<file path="config.mk">
export PLATFORM = sky130hd
export DESIGN_NAME = ext_pipe
export DESIGN_NICKNAME = d
export VERILOG_FILES = /design/src/rtl/ext_pipe_pkg.sv /design/src/rtl/ext_slice.sv /design/src/rtl/ext_pipe.sv
export SDC_FILE = /design/constraint.sdc
export NUM_CORES = 1
export LEC_CHECK = 0
export BUFFER_PORTS_ARGS = -buffer_cell sky130_fd_sc_hd__buf_2
export CAP_MARGIN = 0
export CELL_PAD_IN_SITES_DETAIL_PLACEMENT = 0
export CELL_PAD_IN_SITES_GLOBAL_PLACEMENT = 1
export CORE_ASPECT_RATIO = 1.5
export CORE_MARGIN = 3
export CORE_UTILIZATION = 38
export CTS_BUF_LIST = sky130_fd_sc_hd__clkbuf_8
export DETAILED_ROUTE_END_ITERATION = 8
export GPL_TIMING_DRIVEN = 0
export PLACE_DENSITY = 0.9
export SLEW_MARGIN = 20
export SYNTH_ARGS = -nofsm -noshare
export SYNTH_HDL_FRONTEND = slang
export SYNTH_HIERARCHICAL = 1
export SYNTH_SLANG_ARGS = --single-unit
</file>
<file path="constraint.sdc">
create_clock -name clk -period 1.85 [get_ports clk]
set_input_delay 0.185 -clock clk [delete_from_list [all_inputs] [get_ports clk]]
set_output_delay 0.185 -clock clk [all_outputs]
set_load 0.03 [all_outputs]
</file>
<file path="src/rtl/ext_pipe_pkg.sv">
// Shared definitions for the extension unit: operation codes and widths.
// The low three codes keep the values of the original 2-bit immediate extender.
package ext_pipe_pkg;

  localparam int EXTOP_W = 3;

  typedef enum logic [EXTOP_W-1:0] {
    EXTOP_ZERO  = 3'b000,  // {0, imm}
    EXTOP_SIGN  = 3'b001,  // sign-extended imm
    EXTOP_UPPER = 3'b010,  // {imm, zeros}
    EXTOP_LW    = 3'b011,  // full word passthrough
    EXTOP_LB    = 3'b100,  // sign-extended byte lane
    EXTOP_LBU   = 3'b101,  // zero-extended byte lane
    EXTOP_LH    = 3'b110,  // sign-extended half lane
    EXTOP_LHU   = 3'b111   // zero-extended half lane
  } extop_e;

endpackage

</file>
<file path="src/rtl/ext_slice.sv">
// One elastic register slice carrying {valid, data, err}.
// Handshake: a beat moves across a boundary on a rising edge where the
// sender's valid and the receiver's ready are both high; ready does not
// depend on the sender's valid, and a held beat keeps its data unchanged.
module ext_slice
  import ext_pipe_pkg::*;
#(
  parameter int W = 32
) (
  input  logic         clk,
  input  logic         reset_n,
  input  logic         flush,
  input  logic         in_valid,
  output logic         in_ready,
  input  logic [W-1:0] in_data,
  input  logic         in_err,
  output logic         out_valid,
  input  logic         out_ready,
  output logic [W-1:0] out_data,
  output logic         out_err
);

  // The slice can take a new beat when empty or when its beat leaves this edge.
  assign in_ready = !out_valid | out_ready;

  // Slice register; flush clears only the valid bit and wins over any transfer.
  always_ff @(posedge clk or negedge reset_n) begin
    if (!reset_n) begin
      out_valid <= 1'b0;
      out_data  <= '0;
      out_err   <= 1'b0;
    end else if (flush) begin
      out_valid <= 1'b0;
    end else if (in_ready) begin
      out_valid <= in_valid;
      if (in_valid) begin
        out_data <= in_data;
        out_err  <= in_err;
      end
    end
  end

endmodule

</file>
<file path="src/rtl/ext_pipe.sv">
// Pipelined extension unit: immediate zero/sign/upper extension and load
// lane select with zero/sign extension, followed by STAGES elastic slices.
module ext_pipe
  import ext_pipe_pkg::*;
#(
  parameter int IN_W   = 16,
  parameter int OUT_W  = 32,
  parameter int STAGES = 1,
  localparam int OFF_W = $clog2(OUT_W / 8)
) (
  input  logic               clk,
  input  logic               reset_n,
  input  logic               flush,
  input  logic               in_valid,
  output logic               in_ready,
  input  logic [EXTOP_W-1:0] op,
  input  logic [IN_W-1:0]    imm,
  input  logic [OUT_W-1:0]   word,
  input  logic [OFF_W-1:0]   offset,
  output logic               out_valid,
  input  logic               out_ready,
  output logic [OUT_W-1:0]   result,
  output logic               misalign,
  output logic               busy
);

  // Reject unsupported geometries while elaborating.
  if (STAGES < 1 || STAGES > 4 || (OUT_W % 16) != 0 || OUT_W < IN_W) begin : g_bad_param
    $error("ext_pipe: illegal parameters STAGES=%0d OUT_W=%0d IN_W=%0d", STAGES, OUT_W, IN_W);
  end

  logic [OFF_W-1:0] half_off;
  logic [7:0]       lane_b;
  logic [15:0]      lane_h;
  logic [OUT_W-1:0] ext_result;
  logic             ext_mis;

  // Half accesses ignore the low offset bit when picking the lane.
  assign half_off = offset & ~OFF_W'(1);
  assign lane_b   = 8'(word >> {offset, 3'b000});
  assign lane_h   = 16'(word >> {half_off, 3'b000});

  // Combinational extension in front of slice 0.
  always_comb begin
    ext_result = '0;
    ext_mis    = 1'b0;
    case (extop_e'(op))
      EXTOP_ZERO:  ext_result = OUT_W'(imm);
      EXTOP_SIGN:  ext_result = OUT_W'($signed(imm));
      EXTOP_UPPER: ext_result = OUT_W'(imm) << (OUT_W - IN_W);
      EXTOP_LW: begin
        ext_result = word;
        ext_mis    = (offset != '0);
      end
      EXTOP_LB:    ext_result = OUT_W'($signed(lane_b));
      EXTOP_LBU:   ext_result = OUT_W'(lane_b);
      EXTOP_LH: begin
        ext_result = OUT_W'($signed(lane_h));
        ext_mis    = offset[0];
      end
      EXTOP_LHU: begin
        ext_result = OUT_W'(lane_h);
        ext_mis    = offset[0];
      end
      default: begin
        ext_result = '0;
        ext_mis    = 1'b0;
      end
    endcase
  end

  // Chain nets: index 0 is the extend output, index STAGES is the unit output.
  logic [STAGES:0]            v;
  logic [STAGES:0]            rdy;
  logic [STAGES:0][OUT_W-1:0] d;
  logic [STAGES:0]            e;

  assign v[0]        = in_valid;
  assign d[0]        = ext_result;
  assign e[0]        = ext_mis;
  assign rdy[STAGES] = out_ready;

  for (genvar i = 0; i < STAGES; i++) begin : g_slice
    ext_slice #(.W(OUT_W)) u_slice (
      .clk       (clk),
      .reset_n   (reset_n),
      .flush     (flush),
      .in_valid  (v[i]),
      .in_ready  (rdy[i]),
      .in_data   (d[i]),
      .in_err    (e[i]),
      .out_valid (v[i+1]),
      .out_ready (rdy[i+1]),
      .out_data  (d[i+1]),
      .out_err   (e[i+1])
    );
  end

  assign in_ready  = rdy[0] & !flush;
  assign out_valid = v[STAGES];
  assign result    = d[STAGES];
  assign misalign  = e[STAGES];
  assign busy      = |v[STAGES:1];

endmodule

</file>
---- Word level (Yosys, flattened, before mapping) ----
Cells that the tools add are included.
word-level totals
  memories ................................ 0
  logic and storage cells ................. 26
  ROM bits ................................ 0
  output and inout bits ................... 36
  register bits ........................... 34
  RAM bits ................................ 0
  input port bits ......................... 58
  latch bits .............................. 0
cells by class
  bitwise operators ....................... 3
  $lt $le $gt $ge ......................... 0
  shift operators ......................... 2
  muxes and demuxes ....................... 4
  multiply operators ...................... 0
  reductions and logical operators ........ 7
  divide/modulo/power cells ............... 0
  eq/ne operators ......................... 7
  add/sub/neg operators ................... 0
operator list
  operator                                             count
  one-hot mux 32 bit (8 select lines)                  1
  >> shifter 32 x 5 -> 16 bit                          1
  >> shifter 32 x 5 -> 8 bit                           1
  equality test 3 bit, second input constant           4
  equality test 3 x 2 -> 1 bit, second input constant  2
  nonzero test 2 bit                                   2
  equality test 3 x 1 -> 1 bit, second input constant  1
  logical NOT 3 bit                                    1
  AND reduction 3 bit                                  1
  logical NOT 1 bit                                    2
  2-to-1 mux 1 bit                                     2
  one-hot mux 1 bit (2 select lines)                   1
  OR reduction 2 bit                                   1
  bitwise AND 1 bit                                    1
  inverter 1 bit                                       1
  OR 1 bit                                             1

---- Logic depth before layout (Yosys ltp) ----
Gate-level depths: netlist of the first run.
  depth in word-level cells ............... 4
  depth in mapped cells ................... 6
  gate-level depth less buffers ........... 4

---- Hierarchy ----
The synthesis of the first run kept the hierarchy.
modules (own cells, without submodules)
  module     seq. area each (um2)  cells an instance  area each (um2)  times used
  ext_slice  850.8                 75                 1,300.0          1
  ext_pipe   0.0                   131                1,092.3          1

---- Worst setup path after synthesis of the first run ----
Ideal clock, no wire load.
  path type ............................... register to register
  start ................................... register g_slice[0].u_slice.out_valid
  end ..................................... register g_slice[0].u_slice.out_data[0]
  cell stages (with the launch flop) ...... 5
  setup time .............................. 0.125 ns
  clock period less this slack ............ 1.606 ns
  path slack .............................. 0.244 ns
  arrival ................................. 1.481 ns
  buffers on the path ..................... 1
  required time ........................... 1.725 ns
  cell sequence ........................... dfrtp_1 > nor2b_4 > nor3b_4 > buf_6 > mux2_2
between the ends
  word-level cells in the longest chain between the ends .. 3
ends and longest elaborated chain
  what                           line             text
  start, declared                ext_slice.sv:17  output logic out_valid,
  start signal, assigned         ext_slice.sv:35  out_valid <= in_valid;
  logical NOT 1 bit              ext_slice.sv:24  assign in_ready = !out_valid | out_ready;
  OR 1 bit                       ext_slice.sv:24
  AND reduction 3 bit (no line)  --
  end signal, assigned           ext_slice.sv:37  out_data <= in_data;
  end, declared                  ext_slice.sv:19  output logic [W-1:0] out_data,
Every way passes these cells.
A chain may end at the register's enable or synchronous reset.

---- Worst setup path in the final report of the first run ----
  start ................................... register g_slice[0].u_slice.out_valid
  end ..................................... register g_slice[0].u_slice.out_data[2]
The elaborated chain is that of the path after synthesis.

==> results_dict.tcl, run 1 <==
set metrics [dict create \
    worstSetupStartpointType "flop" \
    path_class "reg2reg" \
    final_max_slew_viol_count 0 \
    vias_per_cell 5.55 \
    wirelength_um 6770 \
    die_w_um 70.8 \
    hold_ws_ns -0.0365 \
    cts_hold_buf 0 \
    timing.rr.start "g_slice[0].u_slice/out_valid" \
    rr_endpoint "g_slice[0].u_slice/out_data[2]" \
    area_growth_pct 26.8 \
    fp.dieArea_sq_um 7300 \
    synth-warning-count 6 \
    grt_util_all_layers_pct 18.3 \
    r2r_cells 4 \
    max_freq_mhz 628 \
    cts_resized 0 \
    synthCells 206 \
    grt_remaining_overflow 0 \
    root_buffer "clkbuf_8" \
    drive_above_1_share_pct 57.2 \
    max-slew-margin-rel_pct 49.3 \
    drt_iter0_markers 109 \
    tns_ns 0 \
    final_core_util_pct 50.9 \
    drcViolationCount 0 \
    ant_nets 0 \
    die_y_um 103 \
    setup_viol_count_final 0 \
    antenna_found_initial 0 \
    status "complete, but fails checks" \
    dp_slack_ns 0.0498 \
    startpoint "g_slice[0].u_slice/out_valid" \
    grt_pass1_wl_um 10400 \
    end_kind "flop" \
    ios 94 \
    grt_max_degree 35 \
    rsz0062_at_grt "false" \
    design.core.area_sq_um 5960 \
    syn_nets 264 \
    fin_crit_ns 1.59 \
    insertion_delay_ns 0.28 \
    ys_ff_latch 34 \
    cp_max_fo 10 \
    numCtsBuffers 5 \
    syn_area_per_cell_sq_um 11.6 \
    worst_pin_slew_ns 0.761 \
    finalNonFillerCells 378 \
    drt_pre_antenna_iters 4 \
    cts_tree "done" \
    wl_per_cell_um 17.9 \
    leakagePower_nw 1.52 \
    grt_pass1_vias 2157 \
    cts_setup_buffers 0 \
    power_density_nw_per_um2 841 \
    ys_seq_area_share_pct 35.6 \
    min_path_type "in2async" \
    start_util_pct 40.2 \
    num_vias 2098 \
    netlist_area_sq_um 2390 \
    diodes 0 \
    setup_slack_ns 0.256 \
    violations "negative hold slack" \
    place_congestion 0.964 \
    dp_hpwl_um 5370 \
    max_cap_violations 0 \
    min_period_over_period_pct 86.1 \
    ys_types 35 \
    clk_path_buf_depth 2 \
    cts_htree_levels 2 \
    ir_worst_vdd_mv 0.654 \
    post-place-cells 370 \
    io_buffers 92 \
    num-fill-cells 583 \
    path_clk_slew_ns 0.07 \
    final_nets 363 \
    finalClockSkew_ns 0.00440 \
    cp_data_required_time_ns 2.02 \
    final_hold_viol_count 34 \
    r2r_setup_slack_ns 0.26 \
    clock-sinks 34 \
    critPathArrivalTime_ns 1.77 \
    rows 34 \
]
## stage by stage
step	power (mW)	hold WS, ns	area, sq um
6_report	2.55	-0.0365	3030
5_1_grt	2.67	0.0293	3030
4_1_cts	2.58	0.000523	3030
3_5_place_dp	2.01	0.312	2940
3_3_place_gp	2.00	0.297	2940
2_1_floorplan	1.66	-0.111	2390
## sequential cells by signal, indices dropped and copies added (netlist names)
signal,cells
g_slice.u_slice/out_err,1
g_slice.u_slice/out_data,32
g_slice.u_slice/out_valid,1
## synth_stat cells
cell type,number,area (sq um)
buf_4,3,22.5
and2_1,2,12.5
a41oi_2,1,16.3
nor4b_4,1,23.8
and4bb_4,1,16.3
a211o_2,7,70.1
nand3_1,1,5.00
nor2_1,3,11.3
mux2i_1,16,160
a32o_1,8,80.1
a32oi_4,1,27.5
buf_6,7,78.8
nand2_1,8,30.0
inv_1,10,37.5
o21ai_0,2,10.0
clkbuf_1,3,11.3
nor3b_1,1,7.51
nor2b_4,1,13.8
dfrtp_1,34,851
buf_2,6,30.0
nor2b_1,2,12.5
nand2b_1,1,6.26
o211ai_1,23,173
a211o_1,1,8.76
nor4_1,1,6.26
nand4_1,1,6.26
a22o_4,1,17.5
a21oi_1,1,5.00
a22o_1,1,8.76
nor3b_4,1,18.8
and3b_1,3,26.3
nor2_2,2,12.5
a22oi_4,1,21.3
a32oi_1,8,70.1
mux2_2,43,484
## placed cells by master (no fill, tap or decap), drive strengths merged
master    n
buf     108
mux2     43
dfrtp    34
o211ai   23
mux2i    16
inv      11
a32oi     9
clkbuf    9
a32o      8
nand2     8
a211o     8
nor2      5
and3b     3
nor2b     3
and2      2
o21ai     2
a22o      2
nor3b     2
nor4b     1
and4bb    1
nand2b    1
a22oi     1
nand3     1
nand4     1
nor4      1
a41oi     1
a21oi     1
clkinv    1
## layer usage
layer / share of wire [%] / track usage (%) / vias up / routed length, um
met4: 3.9 / 8.97 / 0 / 263
met1: 39 / 21.3 / 1013 / 2620
li1: - / - / 992 / -
met2: 52 / 32.6 / 76 / 3490
met5: 0 / 0 / - / 0
met3: 5.8 / 3.09 / 17 / 393
## power by group
group | internal [mW] | switching, mW | total, mW | leakage (nW)
Combinational | 0.399 | 0.621 | 1.02 | 1.04
Clock | 0.295 | 0.269 | 0.563 | 0.0524
Sequential | 0.893 | 0.0754 | 0.969 | 0.429
## final cells by class
| type | instances | area [sq um] | area share, % |
|---|---|---|---|
| clock buffer | 6 | 82.6 | 2.72 |
| timing repair buffer | 92 | 460 | 15.2 |
| buffer | 19 | 143 | 4.70 |
| sequential | 34 | 851 | 28.0 |
| multi-input combinational | 143 | 1360 | 44.9 |
| clock inverter | 2 | 8.76 | 0.289 |
| tap | 72 | 90.1 | 2.97 |
| inverter | 10 | 37.5 | 1.24 |
## worst max-delay path, cell delays in order, from the launching register on
cell,delay (ns)
dfrtp_1,0.40
nor2b_4,0.15
nor3b_4,0.36
buf_6,0.23
mux2_2,0.35
## logic make-up after synthesis
| logic type | after synthesis | share of synthesized area, % |
|---|---|---|
| compound gates | 55 | 21.2 |
| mux | 59 | 26.9 |
| flops | 34 | 35.6 |
| simple gates | 29 | 8.73 |
| buf+inv | 29 | 7.53 |
## worst max path at each step
stage	to	cells after the start	slack (ns)
finish	g_slice[0].u_slice/out_data[2]	4	0.26
global route	g_slice[0].u_slice/out_data[31]	4	0.17
CTS	g_slice[0].u_slice/out_data[27]	4	0.24
detailed placement	g_slice[0].u_slice/out_data[5]	6	0.05
global placement	g_slice[0].u_slice/out_data[5]	6	0.06
floorplan	g_slice[0].u_slice/out_data[0]	4	0.24
Note: power is estimated with default switching activity, not from simulation.
==> inputs of run 2 (changes only) <==
SETUP_SLACK_MARGIN = 0.5   (was unset)
==> run 2 against run 1 <==
Compared with the run above:
- the flow now finishes without violations
- total power rose by 1.1%
- via count rose by 4.1%
- final area rose by 3.3%
- wire length rose by 8.2%
- register-to-register slack improved by 0.13 ns
- utilization rose by 1.7 points
- first-iteration DRC count rose by 73%
- die area did not move
- critical path type unchanged
- critical endpoint is now g_slice[0].u_slice/out_data[18]
- largest power group unchanged
==> results_dict.tcl, run 2 (synthesized netlist as in run 1, its figures left out) <==
set metrics [dict create \
    num_vias 2185 \
    numCtsBuffers 5 \
    drive_above_1_share_pct 59.1 \
    min_path_type "in2reg" \
    power_frac_comb_pct 40.9 \
    wl_per_cell_um 19.0 \
    fin_crit_ns 1.47 \
    worstSetupStartpointType "flop" \
    whs_endpoint "g_slice[0].u_slice/out_valid" \
    worst_pin_slew_ns 0.759 \
    critPathArrivalTime_ns 1.63 \
    crit_buf_inv 2 \
    hold_depth 2 \
    dp_hpwl_um 5580 \
    root_buffer "clkbuf_8" \
    ios 94 \
    max_freq_mhz 682 \
    hold_ws_ns 0.111 \
    diodes 0 \
    path_class "reg2reg" \
    rows 34 \
    tns_ns 0 \
    met2_usage_pct 32.7 \
    clk_path_buf_depth 2 \
    regMostFlops "g_slice.u_slice/out_data" \
    final_max_slew_viol_count 0 \
    fp.dieArea_sq_um 7300 \
    path_clk_slew_ns 0.06 \
    power_density_nw_per_um2 823 \
    cpMaxStageDelayCell "dfrtp_2" \
    timing.rr.start "g_slice[0].u_slice/out_valid" \
    place_congestion 0.907 \
    switchingPower_mw 0.979 \
    design.core.area_sq_um 5960 \
    status "finished clean" \
    min_period_over_period_pct 79.3 \
    final_common_cell "buf_2" \
    setup_viol_count_final 0 \
    drt_iter0_markers 189 \
    final_cell_mix "buf_2, mux2_2, dfrtp_1" \
    antenna_found_initial 0 \
    grt_util_all_layers_pct 19.2 \
    use_met1_pct 23.2 \
    switching_share_pct 37.9 \
    max-slew-margin-rel_pct 49.4 \
    start_util_pct 40.2 \
    final_hold_viol_count 0 \
    num-fill-cells 576 \
    final_core_util_pct 52.6 \
    vias_per_cell 5.68 \
    ant_nets 0 \
    area_growth_pct 31.1 \
    largest_reg_flops 32 \
    drt_pre_antenna_iters 4 \
    busiest_layer "met2" \
    worstHoldStart "flush" \
    path_cells "nor2b_4 > nor3b_4 > buf_6 > buf_8 > mux2_2" \
    drcViolationCount 0 \
    insertion_delay_ns 0.29 \
    rsz0062_at_grt "true" \
    die_y_um 103 \
    finalClockSkew_ns 0.00937 \
    grt_pass1_vias 2147 \
    finalPower_mw 2.58 \
    cpPeakStageDelay_ns 0.40 \
    cts_htree_levels 2 \
    wirelength_um 7330 \
    cp_max_fo 10 \
    final_nets 371 \
    r2r_setup_slack_ns 0.38 \
    end_kind "flop" \
    r2r_cells 5 \
    die_w_um 70.8 \
    setup_slack_ns 0.384 \
    p_clk_share_pct 21.5 \
    use_met3_pct 3.48 \
    grt_remaining_overflow 0 \
    dp_slack_ns 0.0115 \
    reg_top3 "g_slice.u_slice/out_data x32, g_slice.u_slice/out_err x1, g_slice.u_slice/out_valid x1" \
    rr_endpoint "g_slice[0].u_slice/out_data[18]" \
    leakagePower_nw 1.57 \
    grt_max_degree 35 \
    cts_tree "done" \
    cp_data_required_time_ns 2.02 \
    max_cap_violations 0 \
    seqPwrFrac_pct 37.6 \
    ir_worst_vdd_mv 0.517 \
    io_buffers 92 \
    grt_pass1_wl_um 11000 \
    cp_top_family "flip-flops" \
    clock-sinks 34 \
    p_int_mw 1.60 \
]
-- run 2: cell types whose count changed in the layout (fill, tap and decap cells not counted), moves of 2 or more --
cell / delta
buf_4: +6
buf_2: -3
buf_8: +2
clkbuf_4: +2
-- run 2: timing repair --
action | 4_1_cts | 5_1_grt
setup buffers | 6 | 1
hold endpoints to repair | 2 | 0
endpoints found under the setup margin | 34 | 34
pin swaps | 2 | 0
gates resized for setup | 7 | 6
hold buffers | 1 | 0
-- run 2: area by class of cell --
class	count	area, sq um	area share [%]
Buffer	19	166	5.31
Inverter	10	37.5	1.20
Multi-Input combinational cell	143	1370	43.7
Sequential cell	34	852	27.2
Clock buffer	6	82.6	2.63
Timing Repair Buffer	100	532	17.0
Clock inverter	1	3.75	0.120
Tap cell	72	90.1	2.87
-- run 2: worst max-delay path by stage --
stage / slack [ns] / startpoint / end / depth (start not counted)
2_1_floorplan: 0.27 / g_slice[0].u_slice/out_valid / g_slice[0].u_slice/out_data[0] / 4
4_1_cts: 0.38 / g_slice[0].u_slice/out_valid / g_slice[0].u_slice/out_data[17] / 5
3_3_place_gp: 0.01 / op[1] / g_slice[0].u_slice/out_data[6] / 6
6_report: 0.38 / g_slice[0].u_slice/out_valid / g_slice[0].u_slice/out_data[18] / 5
3_5_place_dp: 0.01 / op[1] / g_slice[0].u_slice/out_data[3] / 6
5_1_grt: 0.33 / g_slice[0].u_slice/out_valid / g_slice[0].u_slice/out_data[17] / 5
-- run 2: worst register-to-register path: stages, from the launching register on --
cell	delay [ns]
dfrtp_2	0.40
nor2b_4	0.14
nor3b_4	0.16
buf_6	0.16
buf_8	0.15
mux2_2	0.34
-- run 2: power by group through the flow --
stage	sequential, mW	clock (mW)	combinational (mW)
floorplan	1.28	0	0.377
global placement	0.981	0	1.02
detailed placement	0.987	0	1.03
CTS	0.975	0.564	1.06
global route	0.992	0.596	1.12
finish	0.971	0.555	1.05
-- run 2: metal layers --
metal	vias up	share of wire [%]
li1	1012	-
met1	1059	38
met2	98	53
met3	16	5.7
met4	0	3.1
met5	-	0
-- run 2: metrics by stage --
step	cells	area (sq um)
floorplan	206	2390
detailed placement	370	2940
CTS	384	3110
global route	385	3140
finish	385	3140
global placement	370	2940
